### config.mk
export PLATFORM = sky130hd
export DESIGN_NAME = multicycle_control
export DESIGN_NICKNAME = d
export VERILOG_FILES = /design/src/rtl/multicycle_control.sv
export SDC_FILE = /design/constraint.sdc
export NUM_CORES = 1
export LEC_CHECK = 0
export CELL_PAD_IN_SITES_DETAIL_PLACEMENT = 1
export CELL_PAD_IN_SITES_GLOBAL_PLACEMENT = 1
export CORE_MARGIN = 8
export CORE_UTILIZATION = 28
export CTS_BUF_LIST = sky130_fd_sc_hd__clkbuf_8
export DETAILED_ROUTE_END_ITERATION = 6
export PLACE_DENSITY = 0.86
export SETUP_SLACK_MARGIN = 0.02
export SKIP_CTS_REPAIR_TIMING = 1
export SLEW_MARGIN = 10
export SYNTH_ARGS = -nofsm -noshare
export SYNTH_HDL_FRONTEND = slang
export SYNTH_SLANG_ARGS = --single-unit
export TNS_END_PERCENT = 20
### constraint.sdc
create_clock -name clock -period 2 [get_ports clock]
set_input_delay 0.4 -clock clock [delete_from_list [all_inputs] [get_ports clock]]
set_output_delay 0.4 -clock clock [all_outputs]
set_load 0.03 [all_outputs]
### src/rtl/multicycle_control.sv
// Multicycle MIPS-style control FSM with optional mem_ready handshake.
// Define MCC_PERF_CNT_EN to build the instruction/cycle performance counters.
module multicycle_control #(
    parameter int MEM_HANDSHAKE = 1,
    parameter int CNT_W         = 32
) (
    input  logic             clock,
    input  logic             reset_n,
    input  logic [5:0]       opcode,
    input  logic [5:0]       funct,
    input  logic             mem_ready,
    output logic             mem_req,
    output logic             pc_write,
    output logic             pc_write_cond,
    output logic             iord,
    output logic             mem_read,
    output logic             mem_write,
    output logic             ir_write,
    output logic             reg_write,
    output logic             alu_src_a,
    output logic [1:0]       reg_dst,
    output logic [1:0]       mem_to_reg,
    output logic [1:0]       alu_src_b,
    output logic [1:0]       alu_op,
    output logic [1:0]       pc_source,
    output logic [3:0]       state,
    output logic             illegal_op,
    output logic [CNT_W-1:0] instr_count,
    output logic [CNT_W-1:0] cycle_count
);

    typedef enum logic [3:0] {
        FETCH     = 4'd0,
        DECODE    = 4'd1,
        MEM_ADDR  = 4'd2,
        MEM_READ  = 4'd3,
        MEM_WB    = 4'd4,
        MEM_WRITE = 4'd5,
        R_EXEC    = 4'd6,
        R_WB      = 4'd7,
        BRANCH    = 4'd8,
        JAL       = 4'd9,
        I_EXEC    = 4'd10,
        I_WB      = 4'd11,
        JR        = 4'd12,
        ILLEGAL   = 4'd13
    } state_e;

    typedef struct packed {
        logic       mem_req;
        logic       fetch;
        logic       pc_write;
        logic       pc_write_cond;
        logic       iord;
        logic       mem_read;
        logic       mem_write;
        logic       reg_write;
        logic       alu_src_a;
        logic       illegal;
        logic [1:0] reg_dst;
        logic [1:0] mem_to_reg;
        logic [1:0] alu_src_b;
        logic [1:0] alu_op;
        logic [1:0] pc_source;
    } ctrl_t;

    localparam ctrl_t CTRL_FETCH = '{
        mem_req: 1'b1, fetch: 1'b1, mem_read: 1'b1,
        alu_src_b: 2'b01, default: '0
    };

    state_e state_q, state_d;
    ctrl_t  ctrl_q, ctrl_d;
    logic   rdy;
    logic   op_mem, op_jr, op_r, op_beq, op_imm, op_jal;

    assign rdy    = (MEM_HANDSHAKE != 0) ? mem_ready : 1'b1;
    assign op_mem = (opcode == 6'b100011) || (opcode == 6'b101011);
    assign op_jr  = (opcode == 6'b000000) && (funct == 6'b001000);
    assign op_r   = (opcode == 6'b000000) && (funct != 6'b001000);
    assign op_beq = (opcode == 6'b000100);
    assign op_imm = (opcode == 6'b001000) || (opcode == 6'b001100);
    assign op_jal = (opcode == 6'b000011);

    always_comb begin
        state_d = state_q;
        case (state_q)
            FETCH:     state_d = rdy ? DECODE : FETCH;
            DECODE: begin
                unique case (1'b1)
                    op_mem:  state_d = MEM_ADDR;
                    op_jr:   state_d = JR;
                    op_r:    state_d = R_EXEC;
                    op_beq:  state_d = BRANCH;
                    op_imm:  state_d = I_EXEC;
                    op_jal:  state_d = JAL;
                    default: state_d = ILLEGAL;
                endcase
            end
            MEM_ADDR:  state_d = opcode[3] ? MEM_WRITE : MEM_READ;
            MEM_READ:  state_d = rdy ? MEM_WB : MEM_READ;
            MEM_WRITE: state_d = rdy ? FETCH : MEM_WRITE;
            R_EXEC:    state_d = R_WB;
            I_EXEC:    state_d = I_WB;
            MEM_WB, R_WB, I_WB, BRANCH, JAL, JR: state_d = FETCH;
            default:   state_d = ILLEGAL;
        endcase
    end

    // Outputs are decoded from the next state so they come out of flops.
    always_comb begin
        ctrl_d = '0;
        case (state_d)
            FETCH:  ctrl_d = CTRL_FETCH;
            DECODE: ctrl_d.alu_src_b = 2'b11;
            MEM_ADDR: begin
                ctrl_d.alu_src_a = 1'b1;
                ctrl_d.alu_src_b = 2'b10;
            end
            MEM_READ: begin
                ctrl_d.mem_req  = 1'b1;
                ctrl_d.mem_read = 1'b1;
                ctrl_d.iord     = 1'b1;
            end
            MEM_WRITE: begin
                ctrl_d.mem_req   = 1'b1;
                ctrl_d.mem_write = 1'b1;
                ctrl_d.iord      = 1'b1;
            end
            MEM_WB: begin
                ctrl_d.reg_write  = 1'b1;
                ctrl_d.mem_to_reg = 2'b01;
            end
            R_EXEC: begin
                ctrl_d.alu_src_a = 1'b1;
                ctrl_d.alu_op    = 2'b10;
            end
            R_WB: begin
                ctrl_d.reg_write = 1'b1;
                ctrl_d.reg_dst   = 2'b01;
            end
            I_EXEC: begin
                ctrl_d.alu_src_a = 1'b1;
                ctrl_d.alu_src_b = 2'b10;
                ctrl_d.alu_op    = (opcode == 6'b001100) ? 2'b11 : 2'b00;
            end
            I_WB: begin
                ctrl_d.reg_write = 1'b1;
                ctrl_d.alu_op    = ctrl_q.alu_op;
            end
            BRANCH: begin
                ctrl_d.alu_src_a     = 1'b1;
                ctrl_d.alu_op        = 2'b01;
                ctrl_d.pc_write_cond = 1'b1;
                ctrl_d.pc_source     = 2'b01;
            end
            JAL: begin
                ctrl_d.pc_write   = 1'b1;
                ctrl_d.pc_source  = 2'b10;
                ctrl_d.reg_write  = 1'b1;
                ctrl_d.reg_dst    = 2'b10;
                ctrl_d.mem_to_reg = 2'b10;
            end
            JR: begin
                ctrl_d.pc_write  = 1'b1;
                ctrl_d.pc_source = 2'b11;
            end
            default: ctrl_d.illegal = 1'b1;
        endcase
    end

    always_ff @(posedge clock or negedge reset_n) begin
        if (!reset_n) begin
            state_q <= FETCH;
            ctrl_q  <= CTRL_FETCH;
        end else begin
            state_q <= state_d;
            ctrl_q  <= ctrl_d;
        end
    end

    // The fetch strobes fire in the completing cycle, never while in reset.
    assign ir_write      = ctrl_q.fetch & rdy & reset_n;
    assign pc_write      = ctrl_q.pc_write | ir_write;
    assign mem_req       = ctrl_q.mem_req;
    assign pc_write_cond = ctrl_q.pc_write_cond;
    assign iord          = ctrl_q.iord;
    assign mem_read      = ctrl_q.mem_read;
    assign mem_write     = ctrl_q.mem_write;
    assign reg_write     = ctrl_q.reg_write;
    assign alu_src_a     = ctrl_q.alu_src_a;
    assign reg_dst       = ctrl_q.reg_dst;
    assign mem_to_reg    = ctrl_q.mem_to_reg;
    assign alu_src_b     = ctrl_q.alu_src_b;
    assign alu_op        = ctrl_q.alu_op;
    assign pc_source     = ctrl_q.pc_source;
    assign illegal_op    = ctrl_q.illegal;
    assign state         = state_q;

`ifdef MCC_PERF_CNT_EN
    logic [CNT_W-1:0] cyc_q, cyc_d, ins_q, ins_d;
    logic             retire;

    assign retire = (state_d == FETCH) && (state_q != FETCH);

    always_comb begin
        cyc_d = cyc_q + {{(CNT_W-1){1'b0}}, 1'b1};
        ins_d = ins_q + {{(CNT_W-1){1'b0}}, retire};
    end

    always_ff @(posedge clock or negedge reset_n) begin
        if (!reset_n) begin
            cyc_q <= '0;
            ins_q <= '0;
        end else begin
            cyc_q <= cyc_d;
            ins_q <= ins_d;
        end
    end

    assign cycle_count = cyc_q;
    assign instr_count = ins_q;
`else
    assign cycle_count = '0;
    assign instr_count = '0;
`endif

endmodule
==> impl_results.md, run 1 <==
- CP max stage delay: 0.42 ns
- Main synth FF type: dfrtp_1
- CP bufs+invs: 3
- Final hold violations: 0
- Die height: 95.8 microns
- Htree depth: 1
- Post-DRT Antenna Nets: 0
- Outcome: finished with violations
- Ports: 103
- Worst Hold Class: input port to asynchronous set/reset pin
- Pwr dens: 1400 nW/um^2
- Area of the multi-input gates: 953 sq um
- Global-route usage over all layers: 10.2%
- Slowest CP cell: clkdlybuf4s50_1
- Detailed Route Iter0 Violations: 114
- Fin Clk Skew: 0.00145 ns
- Synth top area cells: buf_4, dfrtp_1, dfstp_2, o21ai_0, nor2_1
- Yosys warns: 0
- Total gr overflow: 0
- Syn-to-layout area delta: 31.9%
- Final WL: 5330 microns
- VDD IR max: 0.655 mV
- Rows: 29
- Setup TNS: -0.0813 ns
- Most common cell in the synthesized netlist: buf_4
- Final Setup Violations: 2
- Seq/Total Area, Yosys: 32.6%
- Via count: 1417
- Placement Setup Slack: -0.576 ns
- Drt first pass iters: 4
- Routed len/inst: 16.1 microns
- Clock latency on the worst-skew pair: 0.26 ns
- DRC violations left: 0
- Worst-path clk slew: 0.08 ns
- Final RePlAce weighted congestion: 0.858
- Synth cell types: 51
- Port buffer count: 38
- Total CTS buffers: 3
- Final Max Slew Viols: 0
- CP cell instances: clkdlybuf4s50_1, nor4b_2, buf_4, a31oi_1, o221ai_2, buf_6, or3b_1, o211ai_2
- CTS tree: yes
- Nets@finish: 269
- Total of max-cap violations: 0
- Pin count of the biggest net entering global routing: 24
- Register Area: 586 sq um
- Unrepaired setup endpoints after global routing: yes
- First-pass GRT wire length: 7470 microns
- Leak: 1.15 nW
- Worst endpoint data arrival time: 2.24 ns
- Hpwl dp: 3880 microns
- Layout cell share with drive strength beyond 1: 30.8%
- Hold slack: 0.551 ns
- Fill cells: 733
- Final worst slack: -0.0535 ns
- Max reg flops: 4
- Syn Inst Count: 195
- Min Clock Period, post-route: 2.05 ns
- Failing checks: setup timing
- Yosys top cell area share: 31.2%
- Core area: 6240 sq um
- Initial antenna violation count: 0
- Final worst-path cycle share: 103%
- Async set or reset register ratio after synthesis: 100%
- Via/cell ratio: 4.29
- Crit path launch type: input port
- Post-synth EDFFs: 0
- Req. time, crit path: 2.19 ns
- Synthesized area per cell: 9.14 sq um
- Antenna cells: 0
- # clock sinks: 23
- Vias in the first global route: 1531
- FMAX: 487 MHz
- Setup crit end kind: flop
- Die area: 9180 sq um
- Bufs on Longest Clock Path: 2
- Yosys top cell by area: buf_4
- Number of synthesized register bits: 23
- Die Wd: 95.8 microns
- Delay-heaviest family, CP: buffers and inverters
- Crit path kind: input port to flop
- Synth Cell Area: 1780 sq um
- Crit-path max FO: 6
- Commonest cells post-synth: buf_4, dfrtp_1, nor2_1
- Initial Util: 28.6%
- Clock root buffer: clkbuf_8
cell type report:
class | instances | area share [%]
Inverter | 6 | 0.957
Clock inverter | 1 | 0.213
Multi-Input combinational cell | 149 | 40.5
Clock buffer | 3 | 1.76
Tap cell | 77 | 4.10
Timing Repair Buffer | 71 | 27.6
Sequential cell | 23 | 24.9
final timing paths:
check,from,to,slack (ns),depth (start not counted)
min in group clock,alu_op[1],alu_op[1],0.57,2
max in group asynchronous,reset_n,mem_req,1.17,2
worst min register to register,alu_op[1],alu_op[1],0.57,2
worst max-delay path,funct[1],alu_op[0],-0.05,8
worst min-delay path,reset_n,alu_op[1],0.55,2
worst max register to register,state[1],iord,-0.03,7
logic make-up after synthesis:
| logic type | Yosys count | synth area share, % |
|---|---|---|
| and+or+nand+nor | 55 | 20.8 |
| xor gates and xnor gates | 1 | 0.491 |
| DFF | 23 | 32.6 |
| buffers and inverters | 86 | 34.2 |
| other | 1 | 0.210 |
| AOI/OAI and AO/OA | 29 | 11.7 |
through the flow:
| step | instance area, sq um | utilization (%) | std cells | total power [mW] |
|---|---|---|---|---|
| after global placement | 2100 | 33.7 | 319 | 2.59 |
| after detailed placement | 2100 | 33.7 | 319 | 2.64 |
| after floorplan | 2020 | - | 258 | 2.07 |
| after global routing | 2350 | 37.7 | 330 | 3.46 |
| after CTS | 2150 | 34.4 | 323 | 2.95 |
| final | 2350 | 37.7 | 330 | 3.29 |
report_power, final:
group | internal, mW | leakage (nW) | switching [mW]
registers | 0.655 | 0.292 | 0.122
logic | 0.976 | 0.828 | 1.25
clock network | 0.139 | 0.0255 | 0.147
total | 1.77 | 1.15 | 1.52
worst reg2reg max path, stage by stage, from the launching register on:
cell and delay [ns]:
dfrtp_2 0.47, nor4b_4 0.43, buf_4 0.20, o221ai_4 0.10, nand4_4 0.18, buf_6 0.14
or2b_1 0.25, o31ai_2 0.18
per-layer routing:
layer	part of all wire, %	vias to the layer above	track usage (%)
met3	4.7	10	1.01
met4	2.5	0	3.71
met2	55	63	20.6
met5	0	-	0
li1	-	643	-
met1	38	701	10.5
cell usage in the layout, fill, tap and decap left out, types with 2 or more instances in the layout:
master and count:
a21oi_1 2, a21oi_2 2, a31oi_1 2, and3b_1 2, buf_2 2, buf_4 29, buf_6 4, clkbuf_8 3
clkdlybuf4s50_1 30, conb_1 64, dfrtp_1 15, dfrtp_2 4, dfstp_2 4, dlymetal6s2s_1 6, inv_1 6, nand2_1 4
nand2b_1 3, nand4_1 4, nor2_1 9, nor2b_1 3, nor3_1 5, o21ai_0 4, o21ai_1 2, o21ai_2 2
o31ai_2 4, or2_2 2, or2b_1 2
Power figures use the tool's default switching activity.
==> run 2: changes to the inputs <==
- SKIP_CTS_REPAIR_TIMING: 1 -> not set
- SLEW_MARGIN: 10 -> 20
==> impl_results.md, run 2 (synthesized netlist as in run 1, its figures left out) <==
- Antenna cells: 0 (unchanged)
- Final Setup Violations: 4 (+2)
- Total gr overflow: 0 (unchanged)
- Final worst-path cycle share: 104% (+1.0 points)
- Hpwl dp: 3880 microns (unchanged)
- Total of max-cap violations: 0 (unchanged)
- Max reg flops: 4 (unchanged)
- Bufs on Longest Clock Path: 2 (unchanged)
- # clock sinks: 23 (unchanged)
- Final Max Slew Viols: 0 (unchanged)
- Commonest non-fill, non-tap cell in the layout: conb_1
- Syn-to-layout area delta: 29.3%
- Htree depth: 1 (unchanged)
- Final hold violations: 0 (unchanged)
- Clock root buffer: clkbuf_8
- Max_slew headroom: 66.6%
- Reg2reg end: pc_source[1]
- Global-route usage over all layers: 10.6% (+0.36 points)
- CTS tree: yes
- Initial antenna violation count: 0 (unchanged)
- Worst reg-to-reg path cell count: 6 (-1)
- Final worst slack: -0.0738 ns (-0.0203 ns)
- Final RePlAce weighted congestion: 0.858 (unchanged)
- Commonest non-fill, non-tap cells in the layout: conb_1, buf_4, clkdlybuf4s50_1, dfrtp_1, nor2_1
- Via/cell ratio: 4.25 (-1.1%)
- Worst endpoint data arrival time: 2.23 ns (about the same)
- Min Clock Period, post-route: 2.07 ns (+0.0203 ns)
- R2r setup slk: -0.04 ns (about the same)
- Failing checks: setup timing
- Initial Util: 28.6% (unchanged)
- Drt first pass iters: 4 (unchanged)
- Die Wd: 95.8 microns (unchanged)
- Final WL: 5230 microns (-1.9%)
- Via count: 1410 (-0.49%)
- Unrepaired setup endpoints after global routing: yes
- Nets@finish: 271 (+0.74%)
- Fin Clk Skew: 0.00194 ns (+0.000488 ns)
- DP Cell Count: 319 (unchanged)
- Pwr dens: 1400 nW/um^2 (+0.32%)
- Die height: 95.8 microns (unchanged)
- Slowest CP cell: or4_4
- Worst Hold Class: input port to asynchronous set/reset pin
- Layout cell share with drive strength beyond 1: 30.2% (-0.63 points)
- FF-to-FF Start: state[2]
- Vias in the first global route: 1568 (+2.4%)
- Routed len/inst: 15.8 microns (-2.4%)
- Die area: 9180 sq um (unchanged)
- VDD IR max: 0.677 mV (+3.3%)
- Crit path launch type: input port
- Post-DRT Antenna Nets: 0 (unchanged)
- FMAX: 482 MHz (-0.98%)
- Req. time, crit path: 2.16 ns (-0.03 ns)
- Crit path kind: input port to flop
- Hold slack: 0.199 ns (-0.352 ns)
- DRC violations left: 0 (unchanged)
- Worst-path clk slew: 0.08 ns (about the same)
- First-pass GRT wire length: 7710 microns (+3.3%)
- Rows: 29 (unchanged)
- Pin count of the biggest net entering global routing: 24 (unchanged)
- Leak: 1.10 nW (-3.6%)
- Clock latency on the worst-skew pair: 0.26 ns (about the same)
- Setup crit end kind: flop
- Measured slew at the worst slew-check pin: 0.501 ns
- Port buffer count: 38 (unchanged)
- Total CTS buffers: 3 (unchanged)
- Fill cells: 741 (+1.1%)
- Ports: 103 (unchanged)
- Detailed Route Iter0 Violations: 66 (-42%)
- Crit-path max FO: 9 (+3)
- Post-route insts no fill: 332 (+0.61%)
- CP max stage delay: 0.58 ns (+0.16 ns)
- Outcome: finished with violations
- CP cell instances: dlygate4sd2_1, or4_4, a211oi_2, o21ai_2, buf_4, nand2_2, and3b_1
- Core area: 6240 sq um (unchanged)
[run 2: worst max-delay path, delay by kind of cell]
family	cells	cell delay, ns
simple gates	3	0.96
compound gates	2	0.43
buf+inv	2	0.43
[run 2: timing repair]
action,in CTS,in global routing
gates resized for setup,25,16
pin swaps,6,4
hold buffers,0,0
cloned,0,0
endpoints found under the setup margin,21,17
buffers inserted,2,7
[run 2: worst max path at each step]
stage | start | end | slack (ns) | depth (start not counted)
floorplan | opcode[1] | alu_op[0] | 0.07 | 6
global placement | opcode[1] | reg_write | -0.55 | 6
detailed placement | opcode[0] | reg_write | -0.58 | 6
CTS | state[2] | alu_op[0] | -0.02 | 6
global route | state[2] | alu_op[0] | -0.12 | 6
finish | opcode[4] | pc_source[1] | -0.07 | 7
[run 2: per-stage QoR]
stage          total power [mW]  worst slack, ns  area [sq um]  TNS [ns]  util [%]
6_report                   3.23          -0.0738          2310    -0.171      36.9
4_1_cts                    3.05          -0.0174          2200   -0.0203      35.3
3_3_place_gp               2.59           -0.548          2100     -8.95      33.7
5_1_grt                    3.43           -0.115          2310    -0.586      36.9
3_5_place_dp               2.64           -0.576          2100     -9.57      33.7
2_1_floorplan              2.07           0.0738          2020         0         -
[run 2: power by group]
part,switching [mW],internal (mW),total [mW]
registers,0.116,0.655,0.771
clock network,0.147,0.139,0.286
logic,1.24,0.934,2.17
[run 2: metal layers]
| metal | wire length, microns | global-route usage, % |
|---|---|---|
| met3 | 228 | 1.17 |
| met1 | 1950 | 11.1 |
| met2 | 2940 | 20.6 |
| met5 | 0 | 0 |
| met4 | 104 | 4.61 |
[run 2: area by class of cell]
type	instances	area (sq um)	area share (%)
inverters	6	22.5	0.977
flip-flops and latches	23	586	25.4
clock buffers	3	41.3	1.79
clock inverters	1	5.00	0.217
repair buffers	73	638	27.7
well taps	77	96.3	4.18
multi-input cells	149	917	39.8
